==> src/rtl/t04_ack_pkg.sv <==
// rtl/t04_ack_pkg.sv - shared types and default parameters for the ack router
package t04_ack_pkg;

  typedef enum logic [1:0] {
    IDLE  = 2'd0,
    ISSUE = 2'd1,
    WAIT  = 2'd2,
    ACK   = 2'd3
  } ack_state_t;

  typedef enum logic {
    OWN_D = 1'b0,
    OWN_I = 1'b1
  } ack_owner_t;

  localparam int         DEF_NUM_TGT  = 3;
  localparam int         DEF_TIMEOUT  = 255;
  localparam int         DEF_CNT_W    = 8;
  // Up to 8 targets; bit t set means target t reports a level busy.
  localparam logic [7:0] DEF_LVL_MASK = 8'h01;

endpackage

==> src/rtl/t04_ack_timeout_cnt.sv <==
// rtl/t04_ack_timeout_cnt.sv - WAIT-cycle counter flagging a stuck target
module t04_ack_timeout_cnt
  import t04_ack_pkg::*;
#(
  parameter int TIMEOUT = DEF_TIMEOUT,
  parameter int CNT_W   = DEF_CNT_W
) (
  input  logic clk,
  input  logic rst,
  input  logic clr_i,
  input  logic en_i,
  output logic hit_o
);

  logic [CNT_W-1:0] cnt_q;
  logic [CNT_W-1:0] cnt_d;

  // Clear wins over count so every WAIT phase starts from zero.
  always_comb begin
    cnt_d = cnt_q;
    if (clr_i) begin
      cnt_d = '0;
    end else if (en_i) begin
      cnt_d = cnt_q + CNT_W'(1);
    end
  end

  // Counter register.
  always_ff @(posedge clk or posedge rst) begin
    if (rst) begin
      cnt_q <= '0;
    end else begin
      cnt_q <= cnt_d;
    end
  end

  // Hit on the TIMEOUT-th WAIT cycle, i.e. when this cycle's increment would reach TIMEOUT.
  assign hit_o = en_i & (cnt_q == CNT_W'(TIMEOUT - 1));

endmodule

==> src/rtl/t04_ack_router.sv <==
// rtl/t04_ack_router.sv - two-port arbiter and completion tracker; T04_ACK_TIMEOUT_EN adds a WAIT timeout
module t04_ack_router
  import t04_ack_pkg::*;
#(
  parameter int         NUM_TGT      = DEF_NUM_TGT,
  parameter logic [7:0] TGT_LVL_MASK = DEF_LVL_MASK,
  parameter int         I_TGT        = 0,
  parameter int         TIMEOUT      = DEF_TIMEOUT,
  parameter int         CNT_W        = DEF_CNT_W,
  localparam int        SEL_W        = $clog2(NUM_TGT)
) (
  input  logic               clk,
  input  logic               rst,
  input  logic               d_rd,
  input  logic               d_wr,
  input  logic [SEL_W-1:0]   d_sel,
  input  logic               i_req,
  input  logic [NUM_TGT-1:0] tgt_stat,
  output logic [NUM_TGT-1:0] tgt_go,
  output logic               d_ack,
  output logic               i_ack,
  output logic               err,
  output logic               busy_o
);

  ack_state_t         state_q, state_d;
  ack_owner_t         owner_q, owner_d;
  logic [SEL_W-1:0]   sel_q, sel_d;
  logic [NUM_TGT-1:0] go_q, go_d;
  logic               d_ack_q, d_ack_d;
  logic               i_ack_q, i_ack_d;
  logic               err_q, err_d;

  logic d_req;
  logic sel_bad;
  logic bad_req;
  logic stat_sel;
  logic lvl_sel;
  logic done;
  logic tmo_clr;
  logic tmo_en;
  logic tmo_hit;

  assign d_req   = d_rd | d_wr;
  assign sel_bad = {1'b0, d_sel} >= (SEL_W + 1)'(NUM_TGT);
  assign bad_req = d_req & (sel_bad | (d_rd & d_wr));

  // Pick the selected target's status bit and completion mode; other targets are ignored.
  always_comb begin
    stat_sel = 1'b0;
    lvl_sel  = 1'b0;
    for (int t = 0; t < NUM_TGT; t++) begin
      if (sel_q == SEL_W'(t)) begin
        stat_sel = tgt_stat[t];
        lvl_sel  = TGT_LVL_MASK[t];
      end
    end
  end

  // Level targets finish when busy drops, pulse targets when their ack bit is high.
  assign done = lvl_sel ? ~stat_sel : stat_sel;

  assign tmo_clr = (state_q == ISSUE);
  assign tmo_en  = (state_q == WAIT);

`ifdef T04_ACK_TIMEOUT_EN
  t04_ack_timeout_cnt #(
    .TIMEOUT (TIMEOUT),
    .CNT_W   (CNT_W)
  ) u_timeout_cnt (
    .clk   (clk),
    .rst   (rst),
    .clr_i (tmo_clr),
    .en_i  (tmo_en),
    .hit_o (tmo_hit)
  );
`else
  logic [CNT_W-1:0] unused_tmo;
  logic [1:0]       unused_tmo_ctl;
  assign unused_tmo     = CNT_W'(TIMEOUT);
  assign unused_tmo_ctl = {tmo_clr, tmo_en};
  assign tmo_hit        = 1'b0;
`endif

  // State, owner and latched target select.
  always_ff @(posedge clk or posedge rst) begin
    if (rst) begin
      state_q <= IDLE;
      owner_q <= OWN_D;
      sel_q   <= '0;
    end else begin
      state_q <= state_d;
      owner_q <= owner_d;
      sel_q   <= sel_d;
    end
  end

  // Next state: data beats fetch in IDLE; bad data requests skip straight to ACK.
  always_comb begin
    state_d = state_q;
    owner_d = owner_q;
    sel_d   = sel_q;
    case (state_q)
      IDLE: begin
        if (d_req) begin
          owner_d = OWN_D;
          sel_d   = d_sel;
          state_d = bad_req ? ACK : ISSUE;
        end else if (i_req) begin
          owner_d = OWN_I;
          sel_d   = SEL_W'(I_TGT);
          state_d = ISSUE;
        end
      end
      ISSUE:   state_d = WAIT;
      WAIT:    if (done || tmo_hit) state_d = ACK;
      ACK:     state_d = IDLE;
      default: state_d = IDLE;
    endcase
  end

  // Output next values, computed from the transition so the registered outputs line up with the state.
  always_comb begin
    go_d    = '0;
    d_ack_d = 1'b0;
    i_ack_d = 1'b0;
    err_d   = 1'b0;
    if (state_d == ISSUE) begin
      for (int t = 0; t < NUM_TGT; t++) begin
        go_d[t] = (sel_d == SEL_W'(t));
      end
    end
    if (state_d == ACK) begin
      d_ack_d = (owner_d == OWN_D);
      i_ack_d = (owner_d == OWN_I);
      // Entering ACK from IDLE means a bad request; from WAIT without done means timeout.
      err_d   = (state_q == IDLE) | ((state_q == WAIT) & ~done);
    end
  end

  // Registered strobes so nothing reaches the outputs combinationally.
  always_ff @(posedge clk or posedge rst) begin
    if (rst) begin
      go_q    <= '0;
      d_ack_q <= 1'b0;
      i_ack_q <= 1'b0;
      err_q   <= 1'b0;
    end else begin
      go_q    <= go_d;
      d_ack_q <= d_ack_d;
      i_ack_q <= i_ack_d;
      err_q   <= err_d;
    end
  end

  assign tgt_go = go_q;
  assign d_ack  = d_ack_q;
  assign i_ack  = i_ack_q;
  assign err    = err_q;
  assign busy_o = (state_q != IDLE);

endmodule
==> config.mk <==
export PLATFORM = sky130hd
export DESIGN_NAME = t04_ack_router
export DESIGN_NICKNAME = d
export VERILOG_FILES = /design/src/rtl/t04_ack_pkg.sv /design/src/rtl/t04_ack_timeout_cnt.sv /design/src/rtl/t04_ack_router.sv
export SDC_FILE = /design/constraint.sdc
export NUM_CORES = 1
export LEC_CHECK = 0
export BUFFER_PORTS_ARGS = -buffer_cell sky130_fd_sc_hd__buf_4
export CORE_AREA = 2 2 39 41
export DETAILED_ROUTE_END_ITERATION = 8
export DIE_AREA = 0 0 41 43
export PLACE_DENSITY = 0.63
export SLEW_MARGIN = 10
export SYNTH_ARGS = -nofsm -noshare
export SYNTH_HDL_FRONTEND = slang
export SYNTH_SLANG_ARGS = --single-unit
==> constraint.sdc <==
create_clock -name clk -period 3.8 [get_ports clk]
set_clock_uncertainty 0.1 [all_clocks]
set_input_delay 0.19 -clock clk [delete_from_list [all_inputs] [get_ports clk]]
set_output_delay 0.19 -clock clk [all_outputs]
set_load 0.05 [all_outputs]
[Word-level counts from Yosys, hierarchy flattened]
Cells that the tools add are included.
Storage, ports and cells
  output and inout port bits: 7
  memories: 0
  bits in latches: 0
  RAM bits: 0
  flip-flop bits (word level): 11
  memory bits (read-only): 0
Operators by class
  add/subtract/negate cells: 0
  multiplexer cells: 22
  reductions and logical operators: 4
  equality and inequality tests: 9
  multipliers: 0
  div/mod/pow operators: 0
  bitwise operators: 9
  shifts and indexed selects: 0
  magnitude comparators: 1
Operator list (count)
  2-bit 2-to-1 mux: 7
  1-bit 2-to-1 mux: 13
  2-bit == test, second input constant: 5
  2-bit by 1-bit == test with 1-bit output, second input constant: 4
  2-bit case mux with 4 select lines: 1
  2-bit logical NOT: 3
  1-bit bitwise AND: 3
  3-bit 2-to-1 mux: 1
  1-bit NOT: 3
  1-bit bitwise OR: 3
  2-bit greater-or-equal comparator, second input constant: 1
  2-bit nonzero test: 1

[Logic depth before layout (Yosys ltp)]
  depth in word-level cells: 10
  mapped depth: 6
  depth with buffers taken out: 6

[Least setup slack after synthesis]
OpenSTA, ideal clock, no wires.
  path kind: register -> register
  start point: register state_q[0]
  end point: register go_q[2] (netlist: tgt_go[2])
  arrival time: 1.446 ns
  required time: 3.595 ns
  period minus slack after synthesis: 1.651 ns
  stages on the path, launching flop included: 7
  path buffers: 0
  path slack: 2.149 ns
  library setup time: 0.105 ns
  cells stage by stage: dfrtp_1 -> inv_1 -> ha_1 -> inv_2 -> nor2_2 -> a22o_2 -> nor4b_1
RTL lines
  start: declaration: RTL line t04_ack_router.sv:26  | ack_state_t state_q, state_d;
  start signal: assignment: RTL line t04_ack_router.sv:92  | state_q <= state_d;
  2-bit logical NOT: RTL line t04_ack_router.sv:103  | case (state_q)
  2-bit 2-to-1 mux: RTL line t04_ack_router.sv:103
  net sel_d[0]: RTL line t04_ack_router.sv:28  | logic [SEL_W-1:0] sel_q, sel_d;
  2-bit == test: RTL line t04_ack_router.sv:130  | go_d[t] = (sel_d == SEL_W'(t));
  3-bit 2-to-1 mux: RTL line t04_ack_router.sv:128  | if (state_d == ISSUE) begin
  net go_d[2]: RTL line t04_ack_router.sv:29  | logic [NUM_TGT-1:0] go_q, go_d;
  end signal: assignment: RTL line t04_ack_router.sv:149  | go_q <= go_d;
  end: declaration: RTL line t04_ack_router.sv:29
The timed path passes the listed nets, and every way through them passes these cells.

[Final worst setup path]
  start point: register state_q[0]
  end point: register go_q[1] (netlist: tgt_go[1])
RTL lines (RTL line)
  2-bit == test (tied with other cells): t04_ack_router.sv:103
  2-bit case mux with 4 select lines (*): t04_ack_router.sv:103
  net state_d[1]: t04_ack_router.sv:26
  2-bit by 1-bit == test with 1-bit output (*): t04_ack_router.sv:128
  3-bit 2-to-1 mux (*): t04_ack_router.sv:128
  net go_d[1]: t04_ack_router.sv:29
The timed path passes the listed nets; every way through them passes the cells marked *.

==> impl_metrics.yaml <==
synth:
  syn_inst: 47
  ys_seq_area_share_pct: 50.34
  synth_top_area_cell: "dfrtp_1"
  ys_top_cells_by_count: "11 x dfrtp_1, 4 x inv_1, 4 x nor2_1"
  synth_xor_area_share_pct: 0
  synth_cell_types: 23
  synth_nets: 60
  synthMuxAreaShare_pct: 0
  synth_top_family_by_area: "simple AND/OR/NAND/NOR gates"
  synthSimpleGateAreaFrac_pct: 19.68
  avgSynthCellArea_sq_um: 11.63
  synth-adder-area-share_pct: 6.865
  ys_top_cells_by_area: "dfrtp_1 50%, ha_1 6.9%, o31ai_4 3.9%, nor4b_1 3.2%, inv_1 2.7%"
  synth_compound_area_share_pct: 18.99
  synth_edf_count: 0
  synth.most_common_cell: "dfrtp_1"
  synth_ff_type: "dfrtp_1"
  yosys_warnings: 0
  ys_async_sr_fraction_pct: 100.0
  synth-seq-cells: 11
  synth_area_sq_um: 546.8
  synth_top_area_share_pct: 50.34
worst_setup_path:
  slowest_delay_ns: 0.38
  crit_path_cell_trace: "inv_1 > ha_1 > o41ai_1 > o22ai_2 > inv_2 > nor4b_1"
  worstSetupPathType: "register to register"
  crit_slowest_cell: "dfrtp_1"
  cp-start-kind: "register"
  worst-path-max-fanout: 5
  cp.required_ns: 3.85
  arrival_ns: 1.75
  end_kind: "register"
sta:
  rsz0062_at_grt: "false"
  hold_slack_ns: 0.1435
  final-setup-viol-count: 0
  min_period_over_period_pct: 44.61
  clock.fmax_mhz: 590.0
  slew_viol_final: 0
  min_period_ns: 1.695
  finalSetupTns_ns: 0
  tightestPinTransition_ns: 0.5203
  hold_viol_final: 0
  max_slew_margin_pct: 65.11
grt:
  antenna_found_initial: 0
  grt_pass1_vias: 393
  grt_pass1_wl_um: 1669
  grt_max_degree: 12
  gr-usage-all-layers_pct: 14.64
  grt_overflow: 0
floorplan:
  num_rows: 14
  core-area_sq_um: 1384
  initial_utilization_pct: 39.51
  ioPinCount: 17
  fp.dieArea_sq_um: 1763
  die_y_um: 43
  die_w_um: 41
power:
  irDropWorstVdd_mv: 0.3983
  power_density_nw_per_um2: 881.9
  swShare_pct: 46.78
  sequentialPowerShare_pct: 29.1
  combPwrFrac_pct: 59.3
  power.internal_mw: 0.3394
  leakage_nw: 0.3506
  power_mw: 0.6378
  power_switching_mw: 0.2984
  clockPowerShare_pct: 11.7
routing:
  drt_iter0_drc: 7
  via_count: 416
  finalWirelength_um: 1005
  ant_nets: 0
  post_drt_wl_per_cell_um: 11.96
  vias_per_cell: 4.952
  drt_pass1_iterations: 4
  route.detailed.drc: 0
cts:
  cts.sinks: 11
  clkLatencyLatePin_ns: 0.26
  cts-root-buf: "clkbuf_4"
  cts_resized: 0
  max-clock-path-buffers: 2
  cts_setup_buffers: 0
  path_clk_slew_ns: 0.06
  cts_tree: "yes"
  cts.htree.levels: 1
  numCtsBuffers: 3
finish:
  diodes: 0
  nets: 82
  area_growth_syn_to_layout_pct: 32.27
  fillerInstances: 125
  drive_gt1_share_pct: 41.18
placement:
  portBuffers: 16
  hpwl_um: 817.2
  gp_congestion: 0.6644
job:
  drv_cap: 0
min_path:
  worstHoldPathType: "primary input to register"
outcome:
  status: "completed"
==> sequential cells by signal, indices dropped and copies added (netlist names) <==
| signal | flops |
|---|---|
| tgt_go | 3 |
| sel_q | 2 |
| state_q | 2 |
| d_ack | 1 |
| err | 1 |
| i_ack | 1 |
| owner_q | 1 |
==> kinds of logic after synthesis <==
kind of cell / after synthesis
simple gates: 16
compound gates: 11
flops: 11
buf+inv: 6
fa+ha+maj: 3
==> repair_timing <==
| action | 4_1_cts | 5_1_grt |
|---|---|---|
| endpoints found under the setup margin | 0 | 0 |
| hold buffers | 1 | 0 |
| endpoints found under the hold margin | 11 | 0 |
==> worst max-delay path: cells and delay by family, from the launching register on <==
family / cells / cell delay (ns)
buf+inv: 2 / 0.21
flops: 1 / 0.38
compound gates: 2 / 0.34
simple gates: 1 / 0.29
fa+ha+maj: 1 / 0.27
==> cell usage in the layout (no fill, tap or decap), drive strengths merged, types with 3 or more instances in the layout <==
master,netlist,layout
buf,0,16
nor2,5,5
ha,3,3
clkbuf,0,4
dfrtp,11,11
inv,6,6
==> metrics by stage <==
step	instance area, sq um	setup WS, ns	instances	utilization, %
floorplan	546.8	2.149	47	-
finish	723.2	2.105	84	52.26
detailed placement	686.9	2.065	79	49.64
global route	723.2	1.920	84	52.26
global placement	686.9	2.048	79	49.64
CTS	723.2	2.076	84	52.26
==> worst paths after layout <==
kind	from	end	slack [ns]	depth (start not counted)
worst max-delay path	state_q[0]$_DFF_PP0_	tgt_go[1]$_DFF_PP0_	2.10	6
worst min-delay path	d_sel[0]	sel_q[0]$_DFF_PP0_	0.14	2
worst max register to register	state_q[0]$_DFF_PP0_	tgt_go[1]$_DFF_PP0_	2.10	6
worst min register to register	owner_q$_DFF_PP0_	owner_q$_DFF_PP0_	0.46	2
max in group asynchronous	rst	sel_q[0]$_DFF_PP0_	2.94	3
min in group asynchronous	rst	i_ack$_DFF_PP0_	0.37	3
==> layout make-up <==
type	instances	area [sq um]	area share (%)
Sequential cell	11	275.3	38.06
Timing Repair Buffer	17	130.1	17.99
Clock buffer	4	26.28	3.633
Multi-Input combinational cell	30	249.0	34.43
Inverter	6	22.52	3.114
Tap cell	16	20.02	2.768
==> power by group through the flow <==
stage	clock network, mW	registers (mW)	logic [mW]
after detailed placement	0	0.187	0.379
final	0.0743	0.185	0.378
after floorplan	0	0.244	0.233
after global routing	0.0817	0.191	0.409
after global placement	0	0.187	0.379
after CTS	0.0777	0.186	0.380
==> layer usage <==
| metal | global-route usage, % | routed length, um | vias up |
|---|---|---|---|
| met5 | 0 | 0 | - |
| met4 | 8.000 | 11 | 0 |
| met3 | 4.712 | 71 | 2 |
| met2 | 22.19 | 489 | 11 |
| met1 | 17.47 | 433 | 191 |
| li1 | - | - | 212 |
(Power assumes the default switching activity.)
